===== src/rtl/fpnew_pkg.sv =====
// -----------------------------------------------------------------------------
// fpnew_pkg
// Shared definitions for the FSM lane arbiter.
//   MaxNumReq   : largest supported requester count
//   MaxIdxWidth : index width needed for MaxNumReq requesters
//   req_idx_t   : requester index wide enough for any supported NumReq
//   idx_width() : index width for a given requester count, never below 1
// -----------------------------------------------------------------------------
package fpnew_pkg;

    localparam int unsigned MaxNumReq   = 16;
    localparam int unsigned MaxIdxWidth = 4;

    typedef logic [MaxIdxWidth-1:0] req_idx_t;

    function automatic int unsigned idx_width(input int unsigned num_req);
        return (num_req > 1) ? $clog2(num_req) : 1;
    endfunction

endpackage


===== src/rtl/fpnew_fsm_arb_idq.sv =====
// -----------------------------------------------------------------------------
// fpnew_fsm_arb_idq
// In-order FIFO of requester IDs for operations issued but not yet returned.
// Ports:
//   clk, rst_n  : clock, asynchronous active-low reset
//   flush       : synchronous clear of count and both pointers
//   push, data  : enqueue data at the tail
//   pop         : dequeue the head
//   head        : ID at the head of the queue
//   full, empty : occupancy flags
// The caller must not push when full unless it pops in the same cycle,
// and must not pop when empty.
// -----------------------------------------------------------------------------
module fpnew_fsm_arb_idq #(
    parameter int unsigned Depth     = 4,
    parameter int unsigned DataWidth = 1
) (
    input  logic                 clk,
    input  logic                 rst_n,
    input  logic                 flush,
    input  logic                 push,
    input  logic                 pop,
    input  logic [DataWidth-1:0] data,
    output logic [DataWidth-1:0] head,
    output logic                 full,
    output logic                 empty
);

    localparam int unsigned PtrWidth = (Depth > 1) ? $clog2(Depth) : 1;
    localparam int unsigned CntWidth = $clog2(Depth + 1);

    typedef logic [PtrWidth-1:0] ptr_t;

    logic [DataWidth-1:0] mem [Depth];
    ptr_t                 wr_ptr, rd_ptr;
    logic [CntWidth-1:0]  count;

    // Pointers wrap at Depth, which need not be a power of two.
    function automatic ptr_t incr(input ptr_t p);
        return (p == ptr_t'(Depth - 1)) ? '0 : p + ptr_t'(1);
    endfunction

    always_ff @(posedge clk or negedge rst_n) begin
        if (!rst_n) begin
            wr_ptr <= '0;
            rd_ptr <= '0;
            count  <= '0;
        end else if (flush) begin
            wr_ptr <= '0;
            rd_ptr <= '0;
            count  <= '0;
        end else begin
            if (push) wr_ptr <= incr(wr_ptr);
            if (pop)  rd_ptr <= incr(rd_ptr);
            case ({push, pop})
                2'b10:   count <= count + CntWidth'(1);
                2'b01:   count <= count - CntWidth'(1);
                default: count <= count;
            endcase
        end
    end

    // Storage needs no reset: entries are only read once counted valid.
    always_ff @(posedge clk) begin
        if (push && !flush) mem[wr_ptr] <= data;
    end

    assign head  = mem[rd_ptr];
    assign full  = (count == CntWidth'(Depth));
    assign empty = (count == '0);

endmodule


===== src/rtl/fpnew_fsm_arb.sv =====
// -----------------------------------------------------------------------------
// fpnew_fsm_arb
// Shares one FSM-based lane unit between NumReq requesters. Requests are
// arbitrated onto the unit input; the requester ID of every accepted
// operation is queued so in-order results are routed back to their owner.
// Adds no latency in either direction.
// Ports:
//   clk_i, rst_ni, flush_i                  : clock, async reset, sync flush
//   req_valid_i/req_ready_o/req_tag_i       : per-requester request
//   unit_valid_o/unit_ready_i/unit_tag_o    : unit input handshake
//   unit_out_valid_i/unit_out_ready_o/
//   unit_out_tag_i                          : unit result handshake
//   rsp_valid_o/rsp_ready_i/rsp_tag_o       : per-requester result
//   busy_o                                  : any operation outstanding
// Build option:
//   FPNEW_FSM_ARB_FIXED_PRIO_EN : fixed priority (lowest index wins) instead
//                                 of round-robin; no rr_ptr register.
// -----------------------------------------------------------------------------
module fpnew_fsm_arb #(
    parameter int unsigned NumReq         = 2,
    parameter int unsigned MaxOutstanding = 4,
    parameter type         TagType        = logic
) (
    input  logic                   clk_i,
    input  logic                   rst_ni,
    input  logic                   flush_i,
    input  logic   [NumReq-1:0]    req_valid_i,
    output logic   [NumReq-1:0]    req_ready_o,
    input  TagType [NumReq-1:0]    req_tag_i,
    output logic                   unit_valid_o,
    input  logic                   unit_ready_i,
    output TagType                 unit_tag_o,
    input  logic                   unit_out_valid_i,
    output logic                   unit_out_ready_o,
    input  TagType                 unit_out_tag_i,
    output logic   [NumReq-1:0]    rsp_valid_o,
    input  logic   [NumReq-1:0]    rsp_ready_i,
    output TagType [NumReq-1:0]    rsp_tag_o,
    output logic                   busy_o
);

    import fpnew_pkg::*;

    localparam int unsigned IdxWidth = idx_width(NumReq);

    typedef logic [IdxWidth-1:0] idx_t;

    idx_t grant, head;
    logic any_valid, id_full, id_empty, can_push, in_hs, out_hs;

    assign any_valid = |req_valid_i;

`ifdef FPNEW_FSM_ARB_FIXED_PRIO_EN
    // Downward scan so the lowest valid index is the last one written.
    always_comb begin
        grant = '0;
        for (int i = NumReq - 1; i >= 0; i--) begin
            if (req_valid_i[i]) grant = idx_t'(i);
        end
    end
`else
    idx_t rr_ptr;
    idx_t cand;
    logic found;

    always_comb begin
        grant = '0;
        cand  = '0;
        found = 1'b0;
        for (int i = 0; i < NumReq; i++) begin
            cand = idx_t'((32'(rr_ptr) + 32'(i)) % NumReq);
            if (!found && req_valid_i[cand]) begin
                found = 1'b1;
                grant = cand;
            end
        end
    end

    always_ff @(posedge clk_i or negedge rst_ni) begin
        if (!rst_ni) begin
            rr_ptr <= '0;
        end else if (!flush_i && in_hs) begin
            rr_ptr <= (grant == idx_t'(NumReq - 1)) ? '0 : grant + idx_t'(1);
        end
    end
`endif

    // A result leaving in the same cycle frees a slot, so a full queue can
    // still accept a new operation then.
    assign out_hs       = unit_out_valid_i & unit_out_ready_o;
    assign can_push     = ~id_full | out_hs;
    assign unit_valid_o = any_valid & can_push;
    assign unit_tag_o   = req_tag_i[grant];
    assign in_hs        = unit_valid_o & unit_ready_i;

    always_comb begin
        req_ready_o        = '0;
        req_ready_o[grant] = any_valid & unit_ready_i & can_push;
    end

    assign unit_out_ready_o = rsp_ready_i[head] & ~id_empty;

    always_comb begin
        rsp_valid_o       = '0;
        rsp_valid_o[head] = unit_out_valid_i & ~id_empty;
        for (int i = 0; i < NumReq; i++) begin
            rsp_tag_o[i] = unit_out_tag_i;
        end
    end

    assign busy_o = ~id_empty;

    fpnew_fsm_arb_idq #(
        .Depth     (MaxOutstanding),
        .DataWidth (IdxWidth)
    ) i_idq (
        .clk   (clk_i),
        .rst_n (rst_ni),
        .flush (flush_i),
        .push  (in_hs & ~flush_i),
        .pop   (out_hs & ~flush_i),
        .data  (grant),
        .head  (head),
        .full  (id_full),
        .empty (id_empty)
    );

endmodule


===== config.mk =====
export PLATFORM = sky130hd
export DESIGN_NAME = fpnew_fsm_arb
export DESIGN_NICKNAME = d
export VERILOG_FILES = /design/src/rtl/fpnew_pkg.sv /design/src/rtl/fpnew_fsm_arb_idq.sv /design/src/rtl/fpnew_fsm_arb.sv
export SDC_FILE = /design/constraint.sdc
export NUM_CORES = 1
export LEC_CHECK = 0
export CORE_UTILIZATION = 42
export DETAILED_ROUTE_END_ITERATION = 8
export PLACE_DENSITY = 0.7
export SLEW_MARGIN = 30
export SYNTH_ARGS = -nofsm -noshare
export SYNTH_HDL_FRONTEND = slang
export SYNTH_SLANG_ARGS = --single-unit

===== constraint.sdc =====
create_clock -name clk_i -period 2.85 [get_ports clk_i]
set_clock_uncertainty 0.15 [all_clocks]
set_input_delay 0.855 -clock clk_i [delete_from_list [all_inputs] [get_ports clk_i]]
set_output_delay 0.855 -clock clk_i [all_outputs]
set_load 0.03 [all_outputs]

==> impl_metrics.csv, run 1 <==
group,metric,value,unit
outcome,status,"complete, but fails checks",
floorplan,die_w,45.8,µm
final_layout,fin_nets,140,
clock_network,clock_path_buffers,2,
global_route,antenna_found_initial,0,
critical_path,r2r-end,"i_idq.count[2]",
logic_synthesis,ys_seq_elements,12,
floorplan,core.rowCount,15,
route,ant_nets,0,
outcome,violations,"negative setup slack",
floorplan,start_util,0.457,
critical_path,crit_family,"multiplexers",
global_route,grt_max_degree,12,
critical_path,critPathSlowestCell,"mux4_2",
critical_path,slowest_delay,0.54,ns
place,place_hpwl,1.31,mm
logic_synthesis,postSynthCellCount,78,
final_layout,stdcell_area,0.00124,mm²
route,drtPass1Iterations,4,
clock_network,clock_sinks,12,
final_layout,drive_gt1_frac,0.372,
power,powerDensity,485,mW/mm²
timing,setup_ws,-0.160,ns
route,drc,0,
timing,fin_crit,3.01,ns
critical_path,arrival,2.01,ns
critical_path,crit_chain,"mux4_2 -> mux2_4 -> buf_6 -> o21ai_4 -> nor2_1 -> buf_4",
route,avgViaCountPerCell,4.84,
global_route,met1_usage,0.210,
route,wire_per_inst,12.1,µm
logic_synthesis,synth-seq-area-share,0.398,
logic_synthesis,synth_top_area_share,0.248,
route,wirelength,1.77,mm
floorplan,coreArea,0.00176,mm²
place,io_buffer_count,18,
timing,min_period_over_period,1.06,
timing,setup_viol,3,
clock_network,cts.clk_slew.worst_paths,0.07,ns
critical_path,crit_path_end_kind,"output port",
logic_synthesis,ys.warnings.count,0,
critical_path,rrSetupSlack,0.01,ns
logic_synthesis,synth_area,806,µm²
timing,maxSlewHeadroom,0.723,
clock_network,cts_max_level,1,
timing,fmaxAchievable,332,MHz
logic_synthesis,syn_nets,96,
floorplan,num_io_pins,22,
power,ir_worst_vdd,359,µV
timing,drv_slew,0,
critical_path,cp_max_fo,3,
place,dpl_worst_slack,-0.559,ns
clock_network,hold_buffers,0,
final_layout,diodes,0,
critical_path,critical_path_class,"reg -> out",
floorplan,design.die.area,0.00210,mm²
timing,tightest_slew,0.414,ns
critical_path,path_buf_inv,2,
critical_path,rr_startpoint,"i_idq.rd_ptr[0]",
power,p_leak,0.583,nW
logic_synthesis,avgSynthCellArea,10.3,µm²
global_route,grt_usage,0.205,
global_route,grt_pass1_vias,711,
route,vias,707,
place,placed_area,0.00114,mm²
timing,hold_viol_final,0,
timing,rsz0062_at_grt,"true",
global_route,overflow,0,
clock_network,clk_latency,0.27,ns
hold_path,hold_class,"reg -> reg",
place,place.gp.congestion,0.757,
logic_synthesis,synth.distinct_cells,29,
hold_path,whs_path_depth,2,
global_route,top_usage_layer,"met2",
job,cap_violations,0,
global_route,use_met3,0.0516,
logic_synthesis,synth_area_leaders,"dfrtp_1, edfxtp_1, ha_1",
clock_network,clock-root-buffer,"clkbuf_4",
clock_network,cts_tree,"yes",
critical_path,r2r_cells,9,
floorplan,die_h,45.8,µm
final_layout,syn_to_final_growth,53.6,%
hold_path,holdCritStartpoint,"rr_ptr",
hold_path,hold-path-endpoint,"rr_ptr",
logic_synthesis,yosysTopAreaCell,"dfrtp_1",
global_route,use_met2,0.380,
critical_path,crit_required,1.85,ns
critical_path,start_kind,"register",
global_route,grt_pass1_wl,2.88,mm
route,drt_iter0_markers,5,
clock_network,cts_buffers,3,
-- worst max path at each step --
stage	start	cells past startpoint	endpoint
after global placement	rsp_ready_i[0]	5	unit_valid_o
after global routing	i_idq.rd_ptr[0]	6	req_ready_o[0]
final	i_idq.rd_ptr[0]	6	req_ready_o[0]
after CTS	i_idq.rd_ptr[0]	6	req_ready_o[1]
after detailed placement	rsp_ready_i[0]	5	unit_valid_o
after floorplan	i_idq.rd_ptr[0]	7	i_idq.count[2]
-- cell usage in the layout (no fill, tap or decap), types with 2 or more instances in the layout --
master	instances
inv_1	5
nor2_1	11
clkbuf_4	3
nand2_1	6
mux2i_1	3
nand2b_1	2
nor2b_1	2
dfrtp_1	8
clkdlybuf4s50_1	6
mux2_1	2
buf_6	3
edfxtp_1	4
ha_1	5
and2_1	5
buf_4	28
dlygate4sd2_1	5
o21ai_0	3
a21oi_1	2
-- timing repair --
| action | in CTS | in global routing |
|---|---|---|
| buffers inserted | 3 | 3 |
| endpoints found under the setup margin | 7 | 5 |
| resized for setup | 21 | 6 |
| pin swaps | 3 | 3 |
-- registers in the layout (all words and copies together) (netlist names) --
register / count
i_idq.mem: 4
i_idq.count: 3
i_idq.rd_ptr: 2
i_idq.wr_ptr: 2
rr_ptr: 1
-- report_power, final --
| group | leakage [nW] | internal [W] | switching [W] |
|---|---|---|---|
| registers | 0.143 | 0.000198 | 0.0000138 |
| logic | 0.426 | 0.000140 | 0.000143 |
| clock network | 0.0154 | 0.0000506 | 0.0000539 |
-- per-stage QoR --
step / TNS (ns) / utilization / hold WS (ns) / cells / total power, W
2_1_floorplan: 0 / - / 0.339 / 78 / 0.000366
3_3_place_gp: -2.16 / 0.646 / 0.358 / 136 / 0.000471
3_5_place_dp: -2.27 / 0.646 / 0.371 / 136 / 0.000475
4_1_cts: -0.513 / 0.684 / 0.389 / 143 / 0.000595
5_1_grt: -0.731 / 0.701 / 0.434 / 146 / 0.000641
6_report: -0.472 / 0.701 / 0.384 / 146 / 0.000600
-- cell families (layout without fill, tap and decap cells) --
logic type,after synthesis,in the layout,share of synthesized area
buffers and inverters,8,51,0.0466
adders and majority gates,6,6,0.102
muxes,8,8,0.124
and+or+nand+nor,32,32,0.211
xor gates and xnor gates,2,2,0.0311
AOI/OAI and AO/OA,10,10,0.0870
DFF,12,12,0.398
-- metal layers --
| layer | up-vias | part of all wire |
|---|---|---|
| li1 | 349 | - |
| met4 | 0 | 0.016 |
| met1 | 333 | 0.44 |
| met3 | 4 | 0.043 |
| met5 | - | 0 |
| met2 | 21 | 0.50 |
-- area by class of cell --
class / instances / area [µm²]
fill: 140 / 527
multi-input combinational: 58 / 493
timing repair buffer: 42 / 348
sequential: 12 / 320
tap: 25 / 31.3
clock buffer: 3 / 22.5
inverter: 5 / 18.8
clock inverter: 1 / 3.75
-- worst reg2reg max path: cells and delay by family (launching register included) --
family                     cells  cell delay (ns)
AOI/OAI and AO/OA              1             0.12
adders and majority gates      1             0.34
buffers and inverters          2             0.27
DFF                            1             0.37
muxes                          3             1.00
and+or+nand+nor                2             0.48
-- cell usage after synthesis (all sizes together) --
cell type	number
xor2	1
and3	1
nor4	1
nor2	11
fa	1
clkbuf	1
nand2	6
o221a	1
nand2b	2
xnor2	1
mux2	3
or3b	1
or3	1
o21a	1
ha	5
inv	5
edfxtp	4
a21oi	3
dfrtp	8
o21ai	5
buf	2
mux4	1
mux2i	4
and2	5
or4	1
nor2b	2
nor4b	1
(Power assumes the default switching activity.)
==> run 2: changes to the inputs <==
- CORE_UTILIZATION: 42 -> 44
- CTS_BUF_LIST: unset -> sky130_fd_sc_hd__clkbuf_8
- PLACE_DENSITY: 0.7 -> 0.73
- SLEW_MARGIN: 30 -> unset
==> run 2 against run 1 <==
Against the previous run:
- the run still ends with negative setup slack left
- worst setup slack improved by 0.0021 ns
- critical path depth did not move
- die area down 4.3%
- clock-buffer cell count unchanged
- global-route usage is 1.8 points lower
- sequential cell count is the same
- highest routed layer unchanged
- sequential share of layout area is 0.32 points higher
- cell count shrank 2.1%
- via count decreased by 2.8%
- critical path type unchanged
==> impl_metrics.csv, run 2 (synthesis gave the netlist of run 1 again) <==
group,metric,value,unit
critical_path,crit_path_end_kind,"output port",
final_layout,fin_util,0.708,
power,ir_worst_vdd,293,µV
clock_network,clock-root-buffer,"clkbuf_8",
final_layout,syn_to_final_growth,51.7,%
outcome,status,"complete, but fails checks",
timing,setup_viol,4,
clock_network,clock_path_buffers,2,
global_route,grt_max_degree,12,
floorplan,coreArea,0.00173,mm²
clock_network,cts_max_level,1,
global_route,grt_usage,0.188,
critical_path,cp_max_fo,3,
route,avgViaCountPerCell,4.80,
route,wl_met2,914,µm
floorplan,die_w,44.8,µm
route,drc,0,
floorplan,num_io_pins,22,
final_layout,top_regs,"i_idq.mem: 4 flops, i_idq.count: 3 flops",
global_route,antenna_found_initial,0,
timing,tightest_slew,0.374,ns
timing,fmaxAchievable,332,MHz
route,drt_iter0_markers,14,
route,wl_met3,86,µm
place,place.gp.congestion,0.781,
place,dpl_worst_slack,-0.547,ns
final_layout,regMostFlops,"i_idq.mem",
clock_network,cts_tree,"yes",
job,cap_violations,0,
floorplan,design.die.area,0.00201,mm²
timing,fin_crit,3.01,ns
floorplan,die_h,44.8,µm
outcome,violations,"negative setup slack",
final_layout,diodes,0,
power,powerDensity,519,mW/mm²
route,vias,687,
timing,setup_ws,-0.158,ns
global_route,grt_pass1_wl,2.70,mm
clock_network,cts_buffers,3,
route,drtPass1Iterations,4,
timing,maxSlewHeadroom,0.750,
global_route,grt_pass1_vias,693,
clock_network,hold_buffers,0,
timing,hold_viol_final,0,
floorplan,start_util,0.467,
route,wirelength,1.76,mm
timing,min_period_over_period,1.06,
critical_path,critical_path_class,"reg -> out",
final_layout,layout_commonest_cell,"buf_4",
route,top_layer_used,"met4",
power,p_leak,0.578,nW
timing,rsz0062_at_grt,"true",
critical_path,start_kind,"register",
hold_path,hold_class,"reg -> reg",
place,place_hpwl,1.34,mm
final_layout,final_cell_mix,"buf_4, nor2_1, dfrtp_1",
final_layout,largest_reg_flops,4,
route,wire_per_inst,12.3,µm
clock_network,cts.clk_slew.worst_paths,0.05,ns
place,io_buffer_count,18,
clock_network,clock_sinks,12,
route,wl_met1,751,µm
critical_path,crit_required,1.85,ns
final_layout,drive_gt1_frac,0.356,
timing,drv_slew,0,
critical_path,arrival,2.00,ns
route,ant_nets,0,
timing,hold_ws,0.403,ns
floorplan,core.rowCount,15,
clock_network,clk_latency,0.23,ns
global_route,overflow,0,
final_layout,fin_nets,137,
==> run 2: area by class of cell <==
cell class	count	area, µm²
repair buffers	39	322
clock inverters	1	3.75
fillers	128	504
clock buffers	3	41.3
flip-flops and latches	12	320
inverters	5	18.8
well taps	25	31.3
multi-input cells	58	485
==> run 2: where the power goes <==
| part | internal, W | switching [W] | total [W] | leakage (nW) |
|---|---|---|---|---|
| registers | 0.000199 | 0.0000180 | 0.000217 | 0.143 |
| logic | 0.000130 | 0.000137 | 0.000268 | 0.408 |
| clock network | 0.0000943 | 0.0000559 | 0.000150 | 0.0269 |
==> run 2: path summary, 6_finish.rpt <==
path / depth (start not counted) / from / end / slack [ns]
max in group asynchronous: 1 / rst_ni / rr_ptr / 1.53
worst min-delay path: 2 / rr_ptr / rr_ptr / 0.40
worst max register to register: 9 / i_idq.rd_ptr[0] / i_idq.count[2] / -0.02
worst min register to register: 2 / rr_ptr / rr_ptr / 0.40
min in group asynchronous: 1 / rst_ni / i_idq.count[1] / 0.75
worst max-delay path: 6 / i_idq.rd_ptr[0] / unit_valid_o / -0.16
==> run 2: metal layers <==
metal,up-vias,global-route usage
met1,318,0.201
met5,-,0
met3,2,0.0320
met4,0,0.0970
li1,345,-
met2,22,0.350
==> run 2: what timing repair did <==
| action | in CTS | in global routing |
|---|---|---|
| gates resized for setup | 18 | 8 |
| pin swaps | 4 | 5 |
| setup buffers | 1 | 3 |
| setup endpoints to repair | 7 | 6 |
| gates cloned | 0 | 0 |
==> run 2: worst max-delay path, cell delays in order (launching register included) <==
cell and delay [ns]:
dfrtp_1 0.38, mux4_2 0.56, mux2_4 0.33, buf_4 0.14
a21oi_2 0.14, nor2_1 0.05, buf_4 0.16
==> run 2: per-stage QoR <==
stage	std cells	setup TNS (ns)	cell area [µm²]	power, W
6_report	143	-0.446	1220	0.000635
5_1_grt	143	-0.666	1220	0.000670
4_1_cts	140	-0.550	1180	0.000621
3_5_place_dp	135	-2.23	1130	0.000470
3_3_place_gp	135	-2.15	1130	0.000466
2_1_floorplan	78	0	825	0.000366
==> run 3: changes to the inputs <==
- SLEW_MARGIN: unset -> 20
==> results of run 3 <==
The final DEF is identical to that of run 2; final timing and power are the same.
